--- src/rtl/fitness_scheduler_if.sv ---
// Population-memory, fitness-calculator and fitness-store signals of fitness_scheduler.
interface fitness_scheduler_if #(
  parameter int unsigned GENOME_LENGTH = 28,
  parameter int unsigned IDX_W         = 4
);
  logic [IDX_W-1:0] pop_rd_addr;
  logic [7:0]       pop_rd_data     [GENOME_LENGTH];
  logic             calc_start;
  logic [7:0]       calc_chromosome [GENOME_LENGTH];
  logic [4:0]       calc_fitness;
  logic             calc_done;
  logic             fit_wr_en;
  logic [IDX_W-1:0] fit_wr_addr;
  logic [4:0]       fit_wr_data;

  modport master (
    output pop_rd_addr, calc_start, calc_chromosome, fit_wr_en, fit_wr_addr, fit_wr_data,
    input  pop_rd_data, calc_fitness, calc_done
  );

  modport slave (
    input  pop_rd_addr, calc_start, calc_chromosome, fit_wr_en, fit_wr_addr, fit_wr_data,
    output pop_rd_data, calc_fitness, calc_done
  );
endinterface

--- src/rtl/fitness_scheduler.sv ---
// Walks the population through the fitness calculator, stores each result and tracks the best.
// Optional WAIT watchdog: define FITNESS_SCHED_TIMEOUT_EN.
module fitness_scheduler #(
  parameter int unsigned GENOME_LENGTH = 28,
  parameter int unsigned POP_SIZE      = 16,
  parameter int unsigned IDX_W         = $clog2(POP_SIZE)
`ifdef FITNESS_SCHED_TIMEOUT_EN
  ,
  parameter int unsigned TIMEOUT_CYCLES = 64
`endif
) (
  input  logic                 clk,
  input  logic                 rst,
  input  logic                 eval_start,
  fitness_scheduler_if.master  bus,
  output logic [IDX_W-1:0]     best_idx,
  output logic [4:0]           best_fitness,
  output logic                 busy,
  output logic                 eval_done,
  output logic                 timeout_err
);

  localparam logic [4:0] FIT_WORST = 5'd31;

  typedef enum logic [2:0] {
    S_IDLE, S_FETCH, S_LOAD, S_START, S_WAIT, S_STORE, S_FINISH
  } state_t;

  state_t           state_q, state_d;
  logic [IDX_W-1:0] idx_q, idx_d;
  logic [IDX_W-1:0] pop_rd_addr_q, pop_rd_addr_d;
  logic             calc_start_q, calc_start_d;
  logic [7:0]       chrom_q [GENOME_LENGTH];
  logic [7:0]       chrom_d [GENOME_LENGTH];
  logic             fit_wr_en_q, fit_wr_en_d;
  logic [IDX_W-1:0] fit_wr_addr_q, fit_wr_addr_d;
  logic [4:0]       fit_wr_data_q, fit_wr_data_d;
  logic [IDX_W-1:0] best_idx_q, best_idx_d;
  logic [4:0]       best_fit_q, best_fit_d;
  logic             busy_q, busy_d;
  logic             eval_done_q, eval_done_d;

`ifdef FITNESS_SCHED_TIMEOUT_EN
  localparam int unsigned CNT_W = $clog2(TIMEOUT_CYCLES + 1);
  logic [CNT_W-1:0] wait_cnt_q, wait_cnt_d;
  logic             timeout_err_q, timeout_err_d;
`endif

  // Next-state and registered-output logic.
  always_comb begin
    state_d       = state_q;
    idx_d         = idx_q;
    pop_rd_addr_d = pop_rd_addr_q;
    calc_start_d  = 1'b0;
    chrom_d       = chrom_q;
    fit_wr_en_d   = 1'b0;
    fit_wr_addr_d = fit_wr_addr_q;
    fit_wr_data_d = fit_wr_data_q;
    best_idx_d    = best_idx_q;
    best_fit_d    = best_fit_q;
    eval_done_d   = 1'b0;
`ifdef FITNESS_SCHED_TIMEOUT_EN
    wait_cnt_d    = wait_cnt_q;
    timeout_err_d = timeout_err_q;
`endif

    unique case (state_q)
      S_IDLE: begin
        if (eval_start) begin
          idx_d         = '0;
          pop_rd_addr_d = '0;
          best_fit_d    = FIT_WORST;
          best_idx_d    = '0;
`ifdef FITNESS_SCHED_TIMEOUT_EN
          timeout_err_d = 1'b0;
`endif
          state_d       = S_FETCH;
        end
      end
      S_FETCH: state_d = S_LOAD;
      S_LOAD: begin
        chrom_d      = bus.pop_rd_data;
        calc_start_d = 1'b1;
        state_d      = S_START;
      end
      S_START: begin
`ifdef FITNESS_SCHED_TIMEOUT_EN
        wait_cnt_d = '0;
`endif
        state_d    = S_WAIT;
      end
      S_WAIT: begin
        if (bus.calc_done) begin
          fit_wr_en_d   = 1'b1;
          fit_wr_addr_d = idx_q;
          fit_wr_data_d = bus.calc_fitness;
          state_d       = S_STORE;
        end
`ifdef FITNESS_SCHED_TIMEOUT_EN
        else if (wait_cnt_q == CNT_W'(TIMEOUT_CYCLES - 1)) begin
          // Calculator never answered: record the worst fitness and move on.
          fit_wr_en_d   = 1'b1;
          fit_wr_addr_d = idx_q;
          fit_wr_data_d = FIT_WORST;
          timeout_err_d = 1'b1;
          state_d       = S_STORE;
        end else begin
          wait_cnt_d = wait_cnt_q + CNT_W'(1);
        end
`endif
      end
      S_STORE: begin
        // Strict compare keeps the lower index on ties.
        if (fit_wr_data_q < best_fit_q) begin
          best_fit_d = fit_wr_data_q;
          best_idx_d = fit_wr_addr_q;
        end
        if (idx_q == IDX_W'(POP_SIZE - 1)) begin
          eval_done_d = 1'b1;
          state_d     = S_FINISH;
        end else begin
          idx_d         = idx_q + IDX_W'(1);
          pop_rd_addr_d = idx_q + IDX_W'(1);
          state_d       = S_FETCH;
        end
      end
      S_FINISH: state_d = S_IDLE;
      default:  state_d = S_IDLE;
    endcase

    busy_d = (state_d != S_IDLE);
  end

  always_ff @(posedge clk or posedge rst) begin
    if (rst) begin
      state_q       <= S_IDLE;
      idx_q         <= '0;
      pop_rd_addr_q <= '0;
      calc_start_q  <= 1'b0;
      for (int i = 0; i < int'(GENOME_LENGTH); i++) chrom_q[i] <= '0;
      fit_wr_en_q   <= 1'b0;
      fit_wr_addr_q <= '0;
      fit_wr_data_q <= '0;
      best_idx_q    <= '0;
      best_fit_q    <= FIT_WORST;
      busy_q        <= 1'b0;
      eval_done_q   <= 1'b0;
`ifdef FITNESS_SCHED_TIMEOUT_EN
      wait_cnt_q    <= '0;
      timeout_err_q <= 1'b0;
`endif
    end else begin
      state_q       <= state_d;
      idx_q         <= idx_d;
      pop_rd_addr_q <= pop_rd_addr_d;
      calc_start_q  <= calc_start_d;
      chrom_q       <= chrom_d;
      fit_wr_en_q   <= fit_wr_en_d;
      fit_wr_addr_q <= fit_wr_addr_d;
      fit_wr_data_q <= fit_wr_data_d;
      best_idx_q    <= best_idx_d;
      best_fit_q    <= best_fit_d;
      busy_q        <= busy_d;
      eval_done_q   <= eval_done_d;
`ifdef FITNESS_SCHED_TIMEOUT_EN
      wait_cnt_q    <= wait_cnt_d;
      timeout_err_q <= timeout_err_d;
`endif
    end
  end

  assign bus.pop_rd_addr     = pop_rd_addr_q;
  assign bus.calc_start      = calc_start_q;
  assign bus.calc_chromosome = chrom_q;
  assign bus.fit_wr_en       = fit_wr_en_q;
  assign bus.fit_wr_addr     = fit_wr_addr_q;
  assign bus.fit_wr_data     = fit_wr_data_q;
  assign best_idx            = best_idx_q;
  assign best_fitness        = best_fit_q;
  assign busy                = busy_q;
  assign eval_done           = eval_done_q;
`ifdef FITNESS_SCHED_TIMEOUT_EN
  assign timeout_err         = timeout_err_q;
`else
  assign timeout_err         = 1'b0;
`endif

endmodule
--- src/flat_wrapper.sv ---
// flat-port wrapper written by rule: the top's interface ports become plain ports
module fitness_scheduler_flat 
#(
  parameter int unsigned GENOME_LENGTH = 28,
  parameter int unsigned POP_SIZE      = 16,
  parameter int unsigned IDX_W         = $clog2(POP_SIZE)

)
  (clk, rst, eval_start, best_idx, best_fitness, busy, eval_done, timeout_err, bus_pop_rd_addr, bus_calc_start, bus_calc_chromosome, bus_fit_wr_en, bus_fit_wr_addr, bus_fit_wr_data, bus_pop_rd_data, bus_calc_fitness, bus_calc_done);
  fitness_scheduler_if #(.GENOME_LENGTH(GENOME_LENGTH), .IDX_W(IDX_W)) bus_i ();
  input  logic clk;
  input  logic rst;
  input  logic eval_start;
  output logic [IDX_W-1:0] best_idx;
  output logic [4:0] best_fitness;
  output logic busy;
  output logic eval_done;
  output logic timeout_err;
  output wire logic [$bits(bus_i.pop_rd_addr)-1:0] bus_pop_rd_addr;
  output wire logic [$bits(bus_i.calc_start)-1:0] bus_calc_start;
  output wire logic [$bits(bus_i.calc_chromosome)-1:0] bus_calc_chromosome;
  output wire logic [$bits(bus_i.fit_wr_en)-1:0] bus_fit_wr_en;
  output wire logic [$bits(bus_i.fit_wr_addr)-1:0] bus_fit_wr_addr;
  output wire logic [$bits(bus_i.fit_wr_data)-1:0] bus_fit_wr_data;
  input wire logic [$bits(bus_i.pop_rd_data)-1:0] bus_pop_rd_data;
  input wire logic [$bits(bus_i.calc_fitness)-1:0] bus_calc_fitness;
  input wire logic [$bits(bus_i.calc_done)-1:0] bus_calc_done;
  assign bus_pop_rd_addr = bus_i.pop_rd_addr;
  assign bus_calc_start = bus_i.calc_start;
  assign bus_calc_chromosome = {>>{bus_i.calc_chromosome}};
  assign bus_fit_wr_en = bus_i.fit_wr_en;
  assign bus_fit_wr_addr = bus_i.fit_wr_addr;
  assign bus_fit_wr_data = bus_i.fit_wr_data;
  assign bus_i.pop_rd_data = {>>{bus_pop_rd_data}};
  assign bus_i.calc_fitness = bus_calc_fitness;
  assign bus_i.calc_done = bus_calc_done;
  fitness_scheduler #(.GENOME_LENGTH(GENOME_LENGTH), .POP_SIZE(POP_SIZE), .IDX_W(IDX_W)) u_core (.clk(clk), .rst(rst), .eval_start(eval_start), .bus(bus_i), .best_idx(best_idx), .best_fitness(best_fitness), .busy(busy), .eval_done(eval_done), .timeout_err(timeout_err));
endmodule
--- config.mk ---
export PLATFORM = sky130hd
export DESIGN_NAME = fitness_scheduler_flat
export DESIGN_NICKNAME = d
export VERILOG_FILES = /design/src/rtl/fitness_scheduler_if.sv /design/src/rtl/fitness_scheduler.sv /design/src/flat_wrapper.sv
export SDC_FILE = /design/constraint.sdc
export NUM_CORES = 1
export LEC_CHECK = 0
export ABC_AREA = 1
export ABC_CLOCK_PERIOD_IN_PS = 20400
export CAP_MARGIN = 30
export CORE_AREA = 2 2 190 192
export DETAILED_ROUTE_END_ITERATION = 10
export DIE_AREA = 0 0 192 194
export GPL_TIMING_DRIVEN = 0
export PLACE_DENSITY = 0.56
export SYNTH_ARGS = -nofsm -noshare
export SYNTH_HDL_FRONTEND = slang
export SYNTH_SLANG_ARGS = --single-unit
--- constraint.sdc ---
create_clock -name clk -period 20.4 [get_ports clk]
set_input_delay 4.08 -clock clk [delete_from_list [all_inputs] [get_ports clk]]
set_output_delay 4.08 -clock clk [all_outputs]
set_load 0.02 [all_outputs]
==> Implementation_results.wiki, run 1 <==
{| class="wikitable"
! Metric !! Value
|-
| Outcome || complete, no violations
|-
| Number of buffers added to fix hold violations after cts || 0
|-
| Worst setup slack after placement || 14.46 ns
|-
| Clk Tree Root Cell || sky130_fd_sc_hd__clkbuf_16
|-
| Ratio of cells with drive above 1 in the final layout || 6.59%
|-
| Critical-path top delay cell || sky130_fd_sc_hd__clkdlybuf4s50_1
|-
| Crit path arrival time || 1.74 ns
|-
| Core Area || 35200 µm²
|-
| Via count normalized by instance count || 4.20
|-
| Design area || 16200 µm²
|-
| Worst-case clock skew || 0.0166 ns
|-
| Mapped cell area || 9750 µm²
|-
| Drt first pass iters || 5
|-
| Sequential cell area || 6340 µm²
|-
| Total CTS buffers || 29
|-
| Starting Density || 27.7%
|-
| Number of setup violations in the final report || 0
|-
| Worst Setup Slack, final || 14.58 ns
|-
| Global-route total usage across every layer || 18.5%
|-
| Achievable frequency || 172 MHz
|-
| Insertion delay to the later sink of the worst-skew pair || 0.55 ns
|-
| Post-synth top flop || sky130_fd_sc_hd__dfrtp_1
|-
| Standard cell area after detailed placement || 15200 µm²
|-
| Number of different library cells in the post-synthesis netlist || 23
|-
| Number of synthesized flops with an enable pin || 0
|-
| Growth of design area from synthesis to finish || 66.1%
|-
| Filler Cell Count || 3469
|-
| Share of the synthesized area in the top cell type || 63.7%
|-
| Antenna violations before repair || 1
|-
| VDD IR max || 80.4 µV
|-
| Number of buffers inserted to repair setup after CTS || 0
|-
| Final Total Pwr || 2.80 mW
|-
| P per Cell Area || 173 nW/µm²
|-
| Tcrit/Tclk final || 28.5%
|-
| Maximum buffer depth of the clock tree || 3
|-
| Most instantiated cells after synthesis || sky130_fd_sc_hd__nand2_1 (721), sky130_fd_sc_hd__dfrtp_1 (248), sky130_fd_sc_hd__buf_2 (28)
|-
| Leakage power figure || 7.96 nW
|-
| Number of placement rows || 69
|-
| Total number of vias || 8824
|-
| Total half-perimeter wirelength after legalization and detailed placement || 26400 µm
|-
| Ports || 484
|-
| Post-Synthesis Net Count || 1342
|-
| Average routed wire per standard cell || 16.9 µm
|-
| Cells after DPL || 2049
|-
| Clock Pin Slew Worst Setup and Hold Paths || 0.06 ns
|-
| Worst hold-check path type || reg2reg
|-
| Internal reg-to-reg setup slack || 18.64 ns
|-
| Global-route wire length before repair || 53400 µm
|-
| Avg Inst Size Synth || 8.83 µm²
|-
| Sinks on the clock net || 253
|-
| RSZ-0062 raised after global routing || false
|-
| Number of violations of the max-capacitance limit || 0
|-
| Non-filler cells in the finished layout || 2102
|-
| Shortest period the worst path allows || 5.82 ns
|-
| Final nets || 1857
|-
| Area contributors post-synth || sky130_fd_sc_hd__dfrtp_1 (64%), sky130_fd_sc_hd__nand2_1 (28%), sky130_fd_sc_hd__buf_2 (1.4%)
|-
| Count of nets left with antenna violations after detail routing || 0
|-
| CTS tree || done
|-
| Pin count of the biggest net entering global routing || 102
|-
| Number of warnings issued by yosys || 0
|-
| Sequential fraction of the synthesis area || 65.0%
|-
| Port-buffer cells || 482
|-
| Y dimension of the die || 194 µm
|-
| Post-synth ARST share || 100%
|-
| Initial drt markers || 362
|-
| Weighted congestion reported at the end of routability-driven placement || 0.773
|-
| Drt drc || 0
|-
| Kind of launch point of the worst setup path || flop
|-
| Total routed wirelength || 35500 µm
|-
| Type of destination of the critical path || output pin
|-
| Post-synthesis sequential element count || 253
|-
| Maximum fanout along the worst path || 3
|-
| Horiz. Die Dim || 192 µm
|-
| Worst slew margin relative to its limit || 61.4%
|-
| Crit-path cells || clkdlybuf4s50_1
|-
| Post-cts gate resize count || 0
|-
| Most frequently used cell type in the post-synthesis netlist || sky130_fd_sc_hd__nand2_1
|-
| Type of the worst setup path || reg2out
|-
| Depth of the CTS H-tree || 1
|-
| Setup Total Neg Slack || 0 ns
|-
| Die Outline Area || 37200 µm²
|-
| Kind of cell adding the most delay to the critical path || buffers and inverters
|-
| Number of hold violations in the final report || 0
|-
| Library cell with the largest summed area after synthesis || sky130_fd_sc_hd__dfrtp_1
|-
| Final-report max-slew violation count || 0
|-
| Endpoint required time on the critical path || 16.32 ns
|-
| Syn Inst Count || 1104
|-
| Combined buffer and inverter count along the critical path || 1
|-
| Actual transition at the worst max-transition pin || 0.580 ns
|-
| Area occupied by multi-input gates || 3020 µm²
|-
| Overflow after GRT || 0
|-
| Biggest cell delay along the critical path || 0.66 ns
|-
| Vias in the first global route || 8981
|}
==> cell type report <==
type                    instances  share of cell area [%]
diodes                          1                  0.0155
plain buffers                  52                    1.84
clock buffers                  36                    4.83
clock inverters                16                    1.17
well taps                     461                    3.56
repair buffers                484                    30.1
flip-flops and latches        253                    39.2
inverters                      25                   0.626
multi-input cells             774                    18.7
==> power by group <==
group	internal (mW)	switching, mW	total (mW)
sequential	0.747	0.137	0.884
clock	0.321	0.216	0.537
combinational	0.602	0.775	1.38
==> worst paths after layout <==
| kind | from | endpoint | cells past startpoint |
|---|---|---|---|
| max reg2reg | u_core.state_q[2] | u_core.bus.calc_chromosome[151] | 7 |
| max in group asynchronous | rst | u_core.bus.calc_chromosome[61] | 4 |
| min reg2reg | u_core.bus.calc_chromosome[158] | u_core.bus.calc_chromosome[158] | 2 |
| max | u_core.best_fitness[4] | best_fitness[4] | 1 |
| min | u_core.bus.calc_chromosome[158] | u_core.bus.calc_chromosome[158] | 2 |
| min in group asynchronous | rst | u_core.bus.calc_chromosome[129] | 2 |
==> sequential cells by signal, indices dropped and copies added, names as in the netlist <==
register and flops:
u_core.bus.calc_chromosome 224, u_core.best_fitness 5, u_core.bus.fit_wr_data 5, u_core.best_idx 4
u_core.bus.fit_wr_addr 4, u_core.idx_q 4, u_core.state_q 3, u_core.bus.calc_start 1
u_core.bus.fit_wr_en 1, u_core.busy 1, u_core.eval_done 1
==> layout by cell type (no fill, tap or decap), types with 3 or more instances in the layout <==
cell                              instances
sky130_fd_sc_hd__nor2_1                   7
sky130_fd_sc_hd__clkbuf_1                11
sky130_fd_sc_hd__dfrtp_1                248
sky130_fd_sc_hd__o21ai_1                  3
sky130_fd_sc_hd__nand2_1                721
sky130_fd_sc_hd__clkinv_2                 9
sky130_fd_sc_hd__bufinv_16                4
sky130_fd_sc_hd__inv_2                    4
sky130_fd_sc_hd__o21ai_0                  9
sky130_fd_sc_hd__buf_4                   16
sky130_fd_sc_hd__clkbuf_16               29
sky130_fd_sc_hd__dfstp_2                  5
sky130_fd_sc_hd__ha_1                     5
sky130_fd_sc_hd__clkdlybuf4s50_1        482
sky130_fd_sc_hd__nand3_1                 19
sky130_fd_sc_hd__inv_1                   20
sky130_fd_sc_hd__clkbuf_8                 3
sky130_fd_sc_hd__buf_2                   28
==> cell families (layout without fill, tap and decap cells) <==
family / Yosys count / after routing / synth area share, %
and+or+nand+nor: 752 / 752 / 29.4
other: 1 / 2 / 0.0385
xor gates and xnor gates: 2 / 2 / 0.180
adders and majority gates: 5 / 5 / 0.642
buffers and inverters: 77 / 613 / 4.02
AOI/OAI and AO/OA: 14 / 14 / 0.744
DFF: 253 / 253 / 65.0
==> through the flow <==
| stage | util, % | hold WS, ns |
|---|---|---|
| 5_1_grt | 46.0 | 0.490 |
| 4_1_cts | 45.9 | 0.480 |
| 6_report | 46.0 | 0.475 |
| 3_3_place_gp | 43.0 | 0.461 |
| 3_5_place_dp | 43.2 | 0.464 |
| 2_1_floorplan | - | 0.524 |
==> layer usage <==
layer	part of all wire (%)	vias to the layer above	routed length [µm]	global-route usage, %
met5	0	-	0	0
met4	2.0	0	705	4.04
met3	11	47	3910	7.10
met2	48	369	16800	31.8
met1	39	4044	14000	21.8
li1	-	4364	-	-
Note: power is estimated with default switching activity, not from simulation.
==> inputs of run 2 (changes only) <==
Settings changed: ABC_CLOCK_PERIOD_IN_PS 20400 to 5200, CORE_AREA 2 2 190 192 to 2 2 186 188, DIE_AREA 0 0 192 194 to 0 0 188 190, PLACE_DENSITY 0.56 to 0.6.
Clock period 20.4 ns to 5.2 ns, I/O delays scaled along.
==> Implementation_results.wiki, run 2 (same netlist as run 1, synthesis figures left out) <==
{| class="wikitable"
! Metric !! Value
|-
| Total routed wirelength || 33900 µm (-4.3%)
|-
| Clk Tree Root Cell || sky130_fd_sc_hd__clkbuf_16
|-
| Startpoint of the most critical setup path || u_core.best_fitness[4]
|-
| Shortest period the worst path allows || 2.76 ns
|-
| Internal reg-to-reg setup slack || 3.38 ns (-15.26 ns)
|-
| Proportion of total power due to net switching || 39.9% (-0.37 points)
|-
| Total half-perimeter wirelength after legalization and detailed placement || 25400 µm (-3.9%)
|-
| Antenna violations before repair || 1 (unchanged)
|-
| Crit-path cells || clkdlybuf4s50_1
|-
| Worst min-delay path startpoint || u_core.bus.calc_chromosome[183]
|-
| Insertion delay to the later sink of the worst-skew pair || 0.54 ns (about the same)
|-
| Sinks on the clock net || 253 (unchanged)
|-
| Average routed wire per standard cell || 16.1 µm (-4.5%)
|-
| Via count normalized by instance count || 4.24 (+0.98%)
|-
| Pin count of the biggest net entering global routing || 40 (-61%)
|-
| Biggest cell delay along the critical path || 0.64 ns (-0.02 ns)
|-
| Commonest non-fill, non-tap cell in the layout || sky130_fd_sc_hd__nand2_1
|-
| Kind of launch point of the worst setup path || flop
|-
| Kind of cell adding the most delay to the critical path || buffers and inverters
|-
| Drt drc || 0 (unchanged)
|-
| Starting Density || 28.7% (+1.0 points)
|-
| Total CTS buffers || 31 (+6.9%)
|-
| Power share of the combinational group || 49.3% (about the same)
|-
| Type of the worst setup path || reg2out
|-
| Worst reg2reg startpoint || u_core.state_q[2]
|-
| Setup Total Neg Slack || 0 ns (unchanged)
|-
| Port-buffer cells || 482 (unchanged)
|-
| Number of buffers added to fix hold violations after cts || 0 (unchanged)
|-
| Met1 capacity usage during global routing || 22.3% (+0.51 points)
|-
| Worst hold-check path type || reg2reg
|-
| CTS tree || done
|-
| Maximum fanout along the worst path || 3 (unchanged)
|-
| Depth of the CTS H-tree || 1 (unchanged)
|-
| Type of destination of the critical path || output pin
|-
| Number of buffers inserted to repair setup after CTS || 0 (unchanged)
|-
| Actual transition at the worst max-transition pin || 0.532 ns (-0.0481 ns)
|-
| Maximum buffer depth of the clock tree || 3 (unchanged)
|-
| Total number of vias || 8923 (+1.1%)
|-
| Crit path arrival time || 1.72 ns (-0.02 ns)
|-
| Drt first pass iters || 4 (-1)
|-
| RSZ-0062 raised after global routing || false
|-
| Post-cts gate resize count || 0 (unchanged)
|-
| Growth of design area from synthesis to finish || 67.2%
|-
| Global-route total usage across every layer || 18.8% (+0.29 points)
|-
| Vias in the first global route || 9219 (+2.7%)
|-
| Y dimension of the die || 190 µm (-2.1%)
|-
| Die Outline Area || 35700 µm² (-4.1%)
|-
| Leakage power figure || 8.00 nW (+0.54%)
|-
| Met3 capacity usage during global routing || 6.70% (-0.40 points)
|-
| Combined buffer and inverter count along the critical path || 1 (unchanged)
|-
| Endpoint required time on the critical path || 4.16 ns (-12.16 ns)
|-
| Non-filler cells in the finished layout || 2105 (+0.14%)
|-
| Sequential power share || 31.5% (about the same)
|-
| Worst-case clock skew || 0.00787 ns (-0.00872 ns)
|-
| P per Cell Area || 673 nW/µm² (+290%)
|-
| Clk pwr share || 19.2% (about the same)
|-
| Number of hold violations in the final report || 0 (unchanged)
|-
| Critical-path top delay cell || sky130_fd_sc_hd__clkdlybuf4s50_1
|-
| Achievable frequency || 363 MHz
|-
| Flip-flop count of the largest register after layout || 224 (unchanged)
|-
| Outcome || complete, no violations
|-
| Worst slew margin relative to its limit || 64.6% (+3.2 points)
|-
| Ratio of cells with drive above 1 in the final layout || 6.73% (+0.15 points)
|-
| Met2 Track Usage GR || 31.9% (+0.16 points)
|-
| Final nets || 1864 (+0.38%)
|-
| Standard cell area after detailed placement || 15300 µm² (+0.49%)
|-
| Commonest cells after routing, fill and taps aside || sky130_fd_sc_hd__nand2_1 (721), sky130_fd_sc_hd__clkdlybuf4s50_1 (482), sky130_fd_sc_hd__dfrtp_1 (248)
|-
| Core Area || 33900 µm² (-3.6%)
|-
| Number of setup violations in the final report || 0 (unchanged)
|-
| Global-route wire length before repair || 52800 µm (-1.1%)
|-
| Design area || 16300 µm² (+0.66%)
|-
| Tcrit/Tclk final || 53.0%
|-
| Overflow after GRT || 0 (unchanged)
|-
| Final-report max-slew violation count || 0 (unchanged)
|-
| VDD IR max || 296 µV (+270%)
|-
| Ports || 484 (unchanged)
|-
| Number of violations of the max-capacitance limit || 0 (unchanged)
|-
| Count of nets left with antenna violations after detail routing || 0 (unchanged)
|-
| Switching power || 4.38 mW (+290%)
|-
| Clock Pin Slew Worst Setup and Hold Paths || 0.06 ns (about the same)
|-
| Weighted congestion reported at the end of routability-driven placement || 0.804 (+4.0%)
|-
| Horiz. Die Dim || 188 µm (-2.1%)
|-
| Cells after DPL || 2048 (-0.049%)
|-
| Most crowded layer after global routing || met2
|-
| Initial drt markers || 429 (+19%)
|-
| Pint || 6.59 mW (+290%)
|-
| Number of placement rows || 68 (-1.4%)
|}
-- run 2: power groups by stage --
| stage | combinational, mW | clock (mW) | sequential, mW |
|---|---|---|---|
| after floorplan | 1.61 | 0 | 4.55 |
| after global placement | 5.43 | 0 | 3.44 |
| after detailed placement | 5.49 | 0 | 3.46 |
| after CTS | 5.51 | 2.18 | 3.45 |
| after global routing | 5.92 | 2.26 | 3.58 |
| final | 5.41 | 2.11 | 3.45 |
-- run 2: cell type report --
class	count	area, µm²
plain buffers	52	298
repair buffers	489	4960
diodes	1	2.50
fillers	3216	17700
flip-flops and latches	253	6340
multi-input cells	774	3020
clock inverters	8	96.3
clock buffers	48	910
inverters	25	97.6
well taps	455	569
-- run 2: routing by layer --
layer,part of all wire (%),wire [µm]
met1,40,13500
met2,48,16300
met3,9.7,3280
met4,2.5,832
met5,0,0
-- run 2: worst paths after layout --
path	end	cells after the start
setup / recovery	best_fitness[4]	1
hold / removal	u_core.bus.calc_chromosome[183]	2
setup reg to reg	u_core.bus.calc_chromosome[191]	7
hold reg to reg	u_core.bus.calc_chromosome[183]	2
max in group asynchronous	u_core.best_fitness[1]	6
min in group asynchronous	u_core.bus.calc_chromosome[202]	2
-- run 2: per-stage QoR --
| step | total power [mW] | setup slack, ns | utilization (%) | hold slack, ns |
|---|---|---|---|---|
| after floorplan | 6.16 | 0.834 | - | 0.524 |
| after global placement | 8.87 | -1.32 | 44.6 | 0.460 |
| after detailed placement | 8.95 | 2.46 | 45.0 | 0.464 |
| after CTS | 11.1 | 2.40 | 48.0 | 0.479 |
| after global routing | 11.8 | 2.38 | 48.0 | 0.498 |
| final | 11.0 | 2.44 | 48.0 | 0.474 |
